--- src/rtl/tube_render_pkg.sv ---
// Shared constants for the tube renderer and its helpers.
// Latency: n/a (constants only).
// Backpressure: n/a.
// Contents: screen geometry, colour constants, LFSR shape, BCD digit width.
package tube_render_pkg;

    localparam int H_ACTIVE = 640;
    localparam int V_ACTIVE = 480;

    // Colours are RRR_GGG_BB.
    localparam logic [7:0] TUBE_RGB_DEFAULT = 8'b000_111_00;
    localparam logic [7:0] BLACK            = 8'h00;

    // x^7 + x^6 + 1: newest bit = q[6] ^ q[0], shifted in at the LSB.
    localparam int             LFSR_W      = 7;
    localparam int             LFSR_TAP_HI = 6;
    localparam int             LFSR_TAP_LO = 0;
    localparam logic [LFSR_W-1:0] LFSR_SEED = 7'h01;

    localparam int BCD_W = 4;

endpackage

--- src/rtl/tube_render_lfsr7.sv ---
// Free-running 7-bit Fibonacci LFSR, period 127, never reaches zero.
// Latency: new value every cycle; seed visible during and right after reset.
// Backpressure: none, always advances.
// Ports: clk, reset (sync, active-high), q[6:0] current state.
module lfsr7
    import tube_render_pkg::*;
(
    input  logic              clk,
    input  logic              reset,
    output logic [LFSR_W-1:0] q
);

    always_ff @(posedge clk) begin
        if (reset) begin
            q <= LFSR_SEED;
        end else begin
            q <= {q[LFSR_W-2:0], q[LFSR_TAP_HI] ^ q[LFSR_TAP_LO]};
        end
    end

endmodule

--- src/rtl/tube_render.sv ---
// Tube renderer: random gap capture, frame-stable latch, pixel hit test, BCD score.
// Latency: tube_on/tube_rgb 1 cycle after pixel_x/pixel_y/video_on; score 1 cycle after termina rise.
// Backpressure: none; every output is registered and updates each cycle.
// Ports: clk, reset, random, posx, termina, frame_tick, pixel_x/y, video_on in;
//        tube_on, tube_rgb, gap_top, score_bcd, score_tick out.
module tube_render
    import tube_render_pkg::*;
#(
    parameter int         TUBE_W    = 40,
    parameter int         GAP_H     = 120,
    parameter int         GAP_MIN   = 40,
    parameter int         GAP_RESET = 100,
    parameter logic [7:0] TUBE_RGB  = TUBE_RGB_DEFAULT
) (
    input  logic       clk,
    input  logic       reset,
    input  logic       random,
    input  logic [9:0] posx,
    input  logic       termina,
    input  logic       frame_tick,
    input  logic [9:0] pixel_x,
    input  logic [9:0] pixel_y,
    input  logic       video_on,
    output logic       tube_on,
    output logic [7:0] tube_rgb,
    output logic [9:0] gap_top,
    output logic [7:0] score_bcd,
    output logic       score_tick
);

    logic [LFSR_W-1:0] lfsr;
    logic [9:0]        gap_pending;
    logic [9:0]        gap_q;
    logic [9:0]        posx_q;
    logic              termina_d;
    logic [BCD_W-1:0]  ones;
    logic [BCD_W-1:0]  tens;

    lfsr7 u_lfsr (
        .clk   (clk),
        .reset (reset),
        .q     (lfsr)
    );

    // Gap capture and once-per-frame latch. On a coincident random and
    // frame_tick the latch takes the previous pending gap; the new one
    // shows up a frame later, which keeps the visible gap tear-free.
    always_ff @(posedge clk) begin
        if (reset) begin
            gap_pending <= 10'(GAP_RESET);
            gap_q       <= 10'(GAP_RESET);
            posx_q      <= 10'(H_ACTIVE);
        end else begin
            if (random) begin
                gap_pending <= 10'(GAP_MIN) + {3'b0, lfsr};
            end
            if (frame_tick) begin
                posx_q <= posx;
                gap_q  <= gap_pending;
            end
        end
    end

    assign gap_top = gap_q;

    // 11-bit compares so posx_q + TUBE_W past the right edge clips rather
    // than wrapping back to column 0; posx_q = 640 therefore draws nothing.
    logic [10:0] x_pix, x_lo, x_hi, y_pix, y_lo, y_hi;
    logic        in_x, in_y, hit;

    always_comb begin
        x_pix = {1'b0, pixel_x};
        x_lo  = {1'b0, posx_q};
        x_hi  = x_lo + 11'(TUBE_W);
        y_pix = {1'b0, pixel_y};
        y_lo  = {1'b0, gap_q};
        y_hi  = y_lo + 11'(GAP_H);
        in_x  = (x_pix >= x_lo) && (x_pix < x_hi);
        in_y  = (y_pix < y_lo) || (y_pix >= y_hi);
        hit   = video_on && in_x && in_y;
    end

    always_ff @(posedge clk) begin
        if (reset) begin
            tube_on  <= 1'b0;
            tube_rgb <= BLACK;
        end else begin
            tube_on  <= hit;
            tube_rgb <= hit ? TUBE_RGB : BLACK;
        end
    end

    // Score: one count per rising edge of termina, so a long-held level
    // counts once. BCD 99 rolls over to 00.
    logic termina_rise;
    assign termina_rise = termina && !termina_d;

    always_ff @(posedge clk) begin
        if (reset) begin
            termina_d  <= 1'b0;
            ones       <= '0;
            tens       <= '0;
            score_tick <= 1'b0;
        end else begin
            termina_d  <= termina;
            score_tick <= termina_rise;
            if (termina_rise) begin
                if (ones == 4'd9) begin
                    ones <= '0;
                    tens <= (tens == 4'd9) ? 4'd0 : tens + 4'd1;
                end else begin
                    ones <= ones + 4'd1;
                end
            end
        end
    end

    assign score_bcd = {tens, ones};

endmodule

--- config.mk ---
export PLATFORM = sky130hd
export DESIGN_NAME = tube_render
export DESIGN_NICKNAME = d
export VERILOG_FILES = /design/src/rtl/tube_render_pkg.sv /design/src/rtl/tube_render_lfsr7.sv /design/src/rtl/tube_render.sv
export SDC_FILE = /design/constraint.sdc
export NUM_CORES = 1
export LEC_CHECK = 0
export ABC_AREA = 1
export BUFFER_PORTS_ARGS = -buffer_cell sky130_fd_sc_hd__buf_2
export CAP_MARGIN = 20
export CORE_ASPECT_RATIO = 1.2
export CORE_MARGIN = 2
export CORE_UTILIZATION = 50
export DETAILED_ROUTE_END_ITERATION = 8
export PLACE_DENSITY = 0.75
export SLEW_MARGIN = 30
export SYNTH_ARGS = -nofsm -noshare
export SYNTH_HDL_FRONTEND = slang
export SYNTH_SLANG_ARGS = --single-unit
--- constraint.sdc ---
create_clock -name clk -period 3.1 [get_ports clk]
set_input_delay 0.155 -clock clk [delete_from_list [all_inputs] [get_ports clk]]
set_output_delay 0.155 -clock clk [all_outputs]
set_load 0.05 [all_outputs]
After elaboration in Yosys (flattened, before gate mapping). Cells that the tools add are included.

Flip-flop bits (word level): 56. Input port bits: 36. Output and inout port bits: 28. Logic and storage cells: 32.

$add $sub $neg: 5. $lt $le $gt $ge: 4. Eq/ne operators: 2. Mux-type cells: 3. Bitwise operators: 1. Reductions and logical operators: 7.

Operator list (count): $add A10 B6 Y11 const B (1); $add A10 B7 Y11 const B (1); $ge A10 B11 Y1 (1); $lt A10 B11 Y1 (1); $ge A10 B10 Y1 (1); $lt A10 B10 Y1 (1); $add A4 B1 Y4 const B (2); $add A6 B7 Y8 const A (1); $eq A4 B4 Y1 const B (2); $mux W4 (2); $mux W5 (1); $logic_and A1 B1 Y1 (4); $reduce_and A2 Y1 (1); $logic_not A1 Y1 (1); $logic_or A1 B1 Y1 (1); $xor A1 B1 Y1 (1).

Logic depth before layout (Yosys ltp).
Depth in word-level cells: 6. Gate-level depth with buffers: 13.

By module. From an unflattened synthesis, not the netlist that was laid out.

Cell total of the unflattened synthesis: 363. Area total of the unflattened synthesis: 2646.3 um2.

By module, submodules not included: tube_render (instances 1, cells each 339, area each 2436.1 um2, seq. area each 740.7 um2); lfsr7 (instances 1, cells each 24, area each 210.2 um2, seq. area each 140.1 um2).

Worst setup path after synthesis. No wires, ideal clock.

Kind: reg2reg. Start: register gap_q[3], in the netlist gap_top[3]. End: register tube_rgb[3]. Setup time: 113 ps. Arrival: 1962 ps. Slack: 1026 ps. Cell stages (with the launch flop): 12. Period minus slack after synthesis: 2074 ps. Cells stage by stage: dfxtp_1 inv_1 ha_1 nand3_1 xor2_1 ha_1 nand3_1 inv_1 a21oi_1 nand3_1 nor2_1 nor2_1.

Word-level cells in the longest chain between the ends: 5. Elaborated cells between the ends (all ways): 6. Those cells by class: add/sub: 1; order compare: 2; mux: 1; reduce/logical: 2.

RTL lines: start, declared (line tube_render.sv:33) `logic [9:0] gap_q;`; start signal, assigned (line tube_render.sv:51) `gap_q <= 10'(GAP_RESET);`; start signal, assigned (line tube_render.sv:59) `gap_q <= gap_pending;`; $add A10 B7 Y11 (line tube_render.sv:77) `y_hi = y_lo + 11'(GAP_H);`; $ge A10 B11 Y1 (line tube_render.sv:79) `in_y = (y_pix < y_lo) || (y_pix >= y_hi);`; $logic_or A1 B1 Y1 * (line tube_render.sv:79); $logic_and A1 B1 Y1 * (line tube_render.sv:80) `hit = video_on && in_x && in_y;`; $mux W5 * (line tube_render.sv:89) `tube_rgb <= hit ? TUBE_RGB : BLACK;`; end signal, assigned (line tube_render.sv:89); end, declared (line tube_render.sv:25) `output logic [7:0] tube_rgb,`.

Mark *: on every way between the ends. The rest lies on a longest branch, timed or not. A chain may end at the register's enable or synchronous reset.

Final worst setup path. Same ends and word-level chain as after synthesis.

==> results.toml <==
[clock_tree]
clkSinkCount = 44
ctsHtreeMaxLevel = 2
clkTransAtPathRegs_ns = 0.08
ctsHoldBuffers = 0
post_cts_buffers = 0
root_buffer = "clkbuf_8"
clock_latency_ns = 0.30
cts_tree = "done"
ctsLongestPathBuffers = 2
cts_resized = 0
cts_buffers = 5

[setup_path]
endpoint = "tube_rgb[3]$_SDFF_PP0_"
r2r_start = "gap_top[3]$_SDFFE_PP0P_"
max_stage_delay_ns = 0.33
reg2reg_to = "tube_rgb[3]$_SDFF_PP0_"
worstPathArrival_ns = 2.04
path_class = "flip-flop to flip-flop"
start_kind = "flip-flop"
end_kind = "flip-flop"
cp_max_fo = 4
crit_start = "gap_top[3]$_SDFFE_PP0P_"
reg2reg_slack_ns = 1.30
cp.required_ns = 3.34
cp_cell_sequence = "inv_1, ha_1, nand3_1, xor2_1, ha_1, inv_1, nor3_1, nand4_1, nand3_1, nor2_1, nor2_1"
worst-r2r-cell-count = 11
cpMaxStageDelayCell = "dfxtp_1"

[detailed_routing]
viasPerCell = 4.91
drt_pass1_iterations = 4
routed_wl_mm = 5.20
drtIter0Drc = 61
final_antenna_net_count = 0
wl_per_cell_um = 10.9
vias = 2353
drc = 0

[cells_and_area]
fillCellCount = 518
final_common_cell = "nand2_1"
syn2layout_area_growth_pct = 13.5
drive_gt1_share_pct = 18.9
multi_input_area_um2 = 1490
mostFrequentLayoutCells = "nand2_1 (61), buf_2 (56), inv_1 (55)"
final_nets = 486
seq_area_um2 = 881
n_antenna_cell = 0

[global_routing]
grt_pass1_wl_mm = 9.00
grt.busiest_layer = "met2"
antenna_found_initial = 0
grt_pass1_vias = 2187
globalRouteOverflowTotal = 0
use_met3_pct = 3.96
grt_use_total_pct = 18.5
grt_use_met2_pct = 33.3
grt_start_max_net_pins = 27
met1_usage_pct = 21.1

[timing]
relSlewSlack_pct = 59.7
fmax_ghz = 0.556
setup_violations = 0
rsz0062_at_grt = "false"
min_period_ns = 1.80
drv_slew = 0
fin_setup_tns_ns = 0
worst_pin_slew_ns = 0.604
hold_violations = 0
clock_skew_ns = 0.00771
fin_crit_sh_pct = 58.0

[synth]
synth_top_cell_by_area = "dfxtp_1"
synthTopCellsByArea = "dfxtp_1 (33%), ha_1 (16%), nand2_1 (8.5%), inv_1 (7.7%), a21oi_1 (6.7%)"
syn_inst = 365
syn-mean-instance-area_um2 = 7.37
ys_seq_area_share_pct = 32.8
synth_area_um2 = 2690
yosys_warnings = 0
ys_types = 35
ys_ff_latch = 44
synth_top_cell_area_share_pct = 32.8

[floorplanning]
coreArea_um2 = 5230
die_area_um2 = 5980
rows = 29
top_level_ports = 64
die_h_um = 84.3
die_width_um = 70.9
start_util_pct = 51.5

[hold_path]
min_path_type = "input pin to flip-flop"

[placed_design]
dp_hpwl_mm = 4.22
portBuffers = 56
gp_congestion = 0.885

[power]
ir_drop_mv = 0.270
total_power_uw = 1290
pwr_density_cell_nw_per_um2 = 423
p_leak_uw = 0.00160

[job]
maxCapViolations = 0

[run_status]
status = "finished clean"
[registers in the layout, indices dropped and copies added (netlist names)]
signal and flops:
gap_pending 8, tube_rgb 1, tens 4, score_tick 1, posx_q 10, u_lfsr.q 7
ones 4, gap_top 8, termina_d 1
[per-layer routing]
metal  routed length (µm)  share of wire (%)
met1                 2270                 44
met2                 2610                 50
met3                  233                4.5
met4                   91                1.8
met5                    0                  0
[worst min path at each step]
stage | startpoint | to | slack [ns] | cells past startpoint
CTS | termina | termina_d$_SDFF_PP0_ | 0.08 | 3
floorplan | posx[7] | posx_q[7]$_SDFFE_PP1P_ | 0.28 | 2
detailed placement | termina | termina_d$_SDFF_PP0_ | 0.39 | 3
global placement | termina | termina_d$_SDFF_PP0_ | 0.39 | 3
finish | termina | termina_d$_SDFF_PP0_ | 0.08 | 3
global route | termina | termina_d$_SDFF_PP0_ | 0.11 | 3
[metrics by stage]
stage / hold slack (ns) / area (µm²) / instances / worst slack, ns / util, %
2_1_floorplan: 0.281 / 2710 / 371 / 1.03 / -
3_3_place_gp: 0.387 / 2960 / 471 / 1.37 / 56.6
3_5_place_dp: 0.391 / 2960 / 471 / 1.33 / 56.6
4_1_cts: 0.0805 / 3050 / 479 / 1.30 / 58.4
5_1_grt: 0.106 / 3050 / 479 / 1.11 / 58.4
6_report: 0.0808 / 3050 / 479 / 1.30 / 58.4
[where the power goes]
part / leakage (µW) / total, µW / switching (µW) / internal [µW]
Clock: 0.0000510 / 364 / 186 / 178
Combinational: 0.00118 / 313 / 205 / 109
Sequential: 0.000363 / 614 / 19.3 / 595
Total: 0.00160 / 1290 / 410 / 881
[cell type report]
class	count	share of cell area, %
multi-input cells	250	48.9
inverters	59	7.50
well taps	62	2.54
clock inverters	2	0.328
clock buffers	6	2.71
repair buffers	56	9.18
flip-flops and latches	44	28.9
[logic make-up (layout without fill, tap and decap cells)]
| group | after synthesis | after routing | synth area share [%] |
|---|---|---|---|
| buffers and inverters | 77 | 123 | 12.6 |
| other | 1 | 7 | 0.139 |
| AOI/OAI and AO/OA | 76 | 76 | 14.8 |
| and+or+nand+nor | 123 | 123 | 20.6 |
| DFF | 44 | 44 | 32.8 |
| adders and majority gates | 34 | 34 | 15.8 |
| xor gates and xnor gates | 10 | 10 | 3.26 |
[synth_stat cells]
master and count:
nand2_1 61, inv_1 55, dfxtp_1 44, a21oi_1 36
ha_1 34, nor2_1 32, o21ai_0 32, buf_4 10
nand3_1 10, xor2_1 9, nor3_1 5, buf_2 4
clkbuf_1 4, nor2_2 3, a21oi_2 2, inv_2 2
nand2_4 2, nand4_1 2, o21ai_1 2, a21boi_0 1
a21o_1 1, clkinv_1 1, conb_1 1, inv_8 1
nand2_2 1, nor2_4 1, nor3_2 1, nor3_4 1
nor3b_1 1, nor3b_2 1, nor4_1 1, o211ai_1 1
o21a_1 1, or2_1 1, xnor2_1 1
[worst max-delay path, delay by kind of cell (launching register included)]
family / cells / cell delay (ns)
flip-flops: 1 / 0.33
buffers and inverters: 2 / 0.15
XOR/XNOR: 1 / 0.15
adder cells (fa/ha/maj): 2 / 0.49
AND/OR/NAND/NOR: 6 / 0.62
No activity file was read; power rests on OpenSTA's default activity.
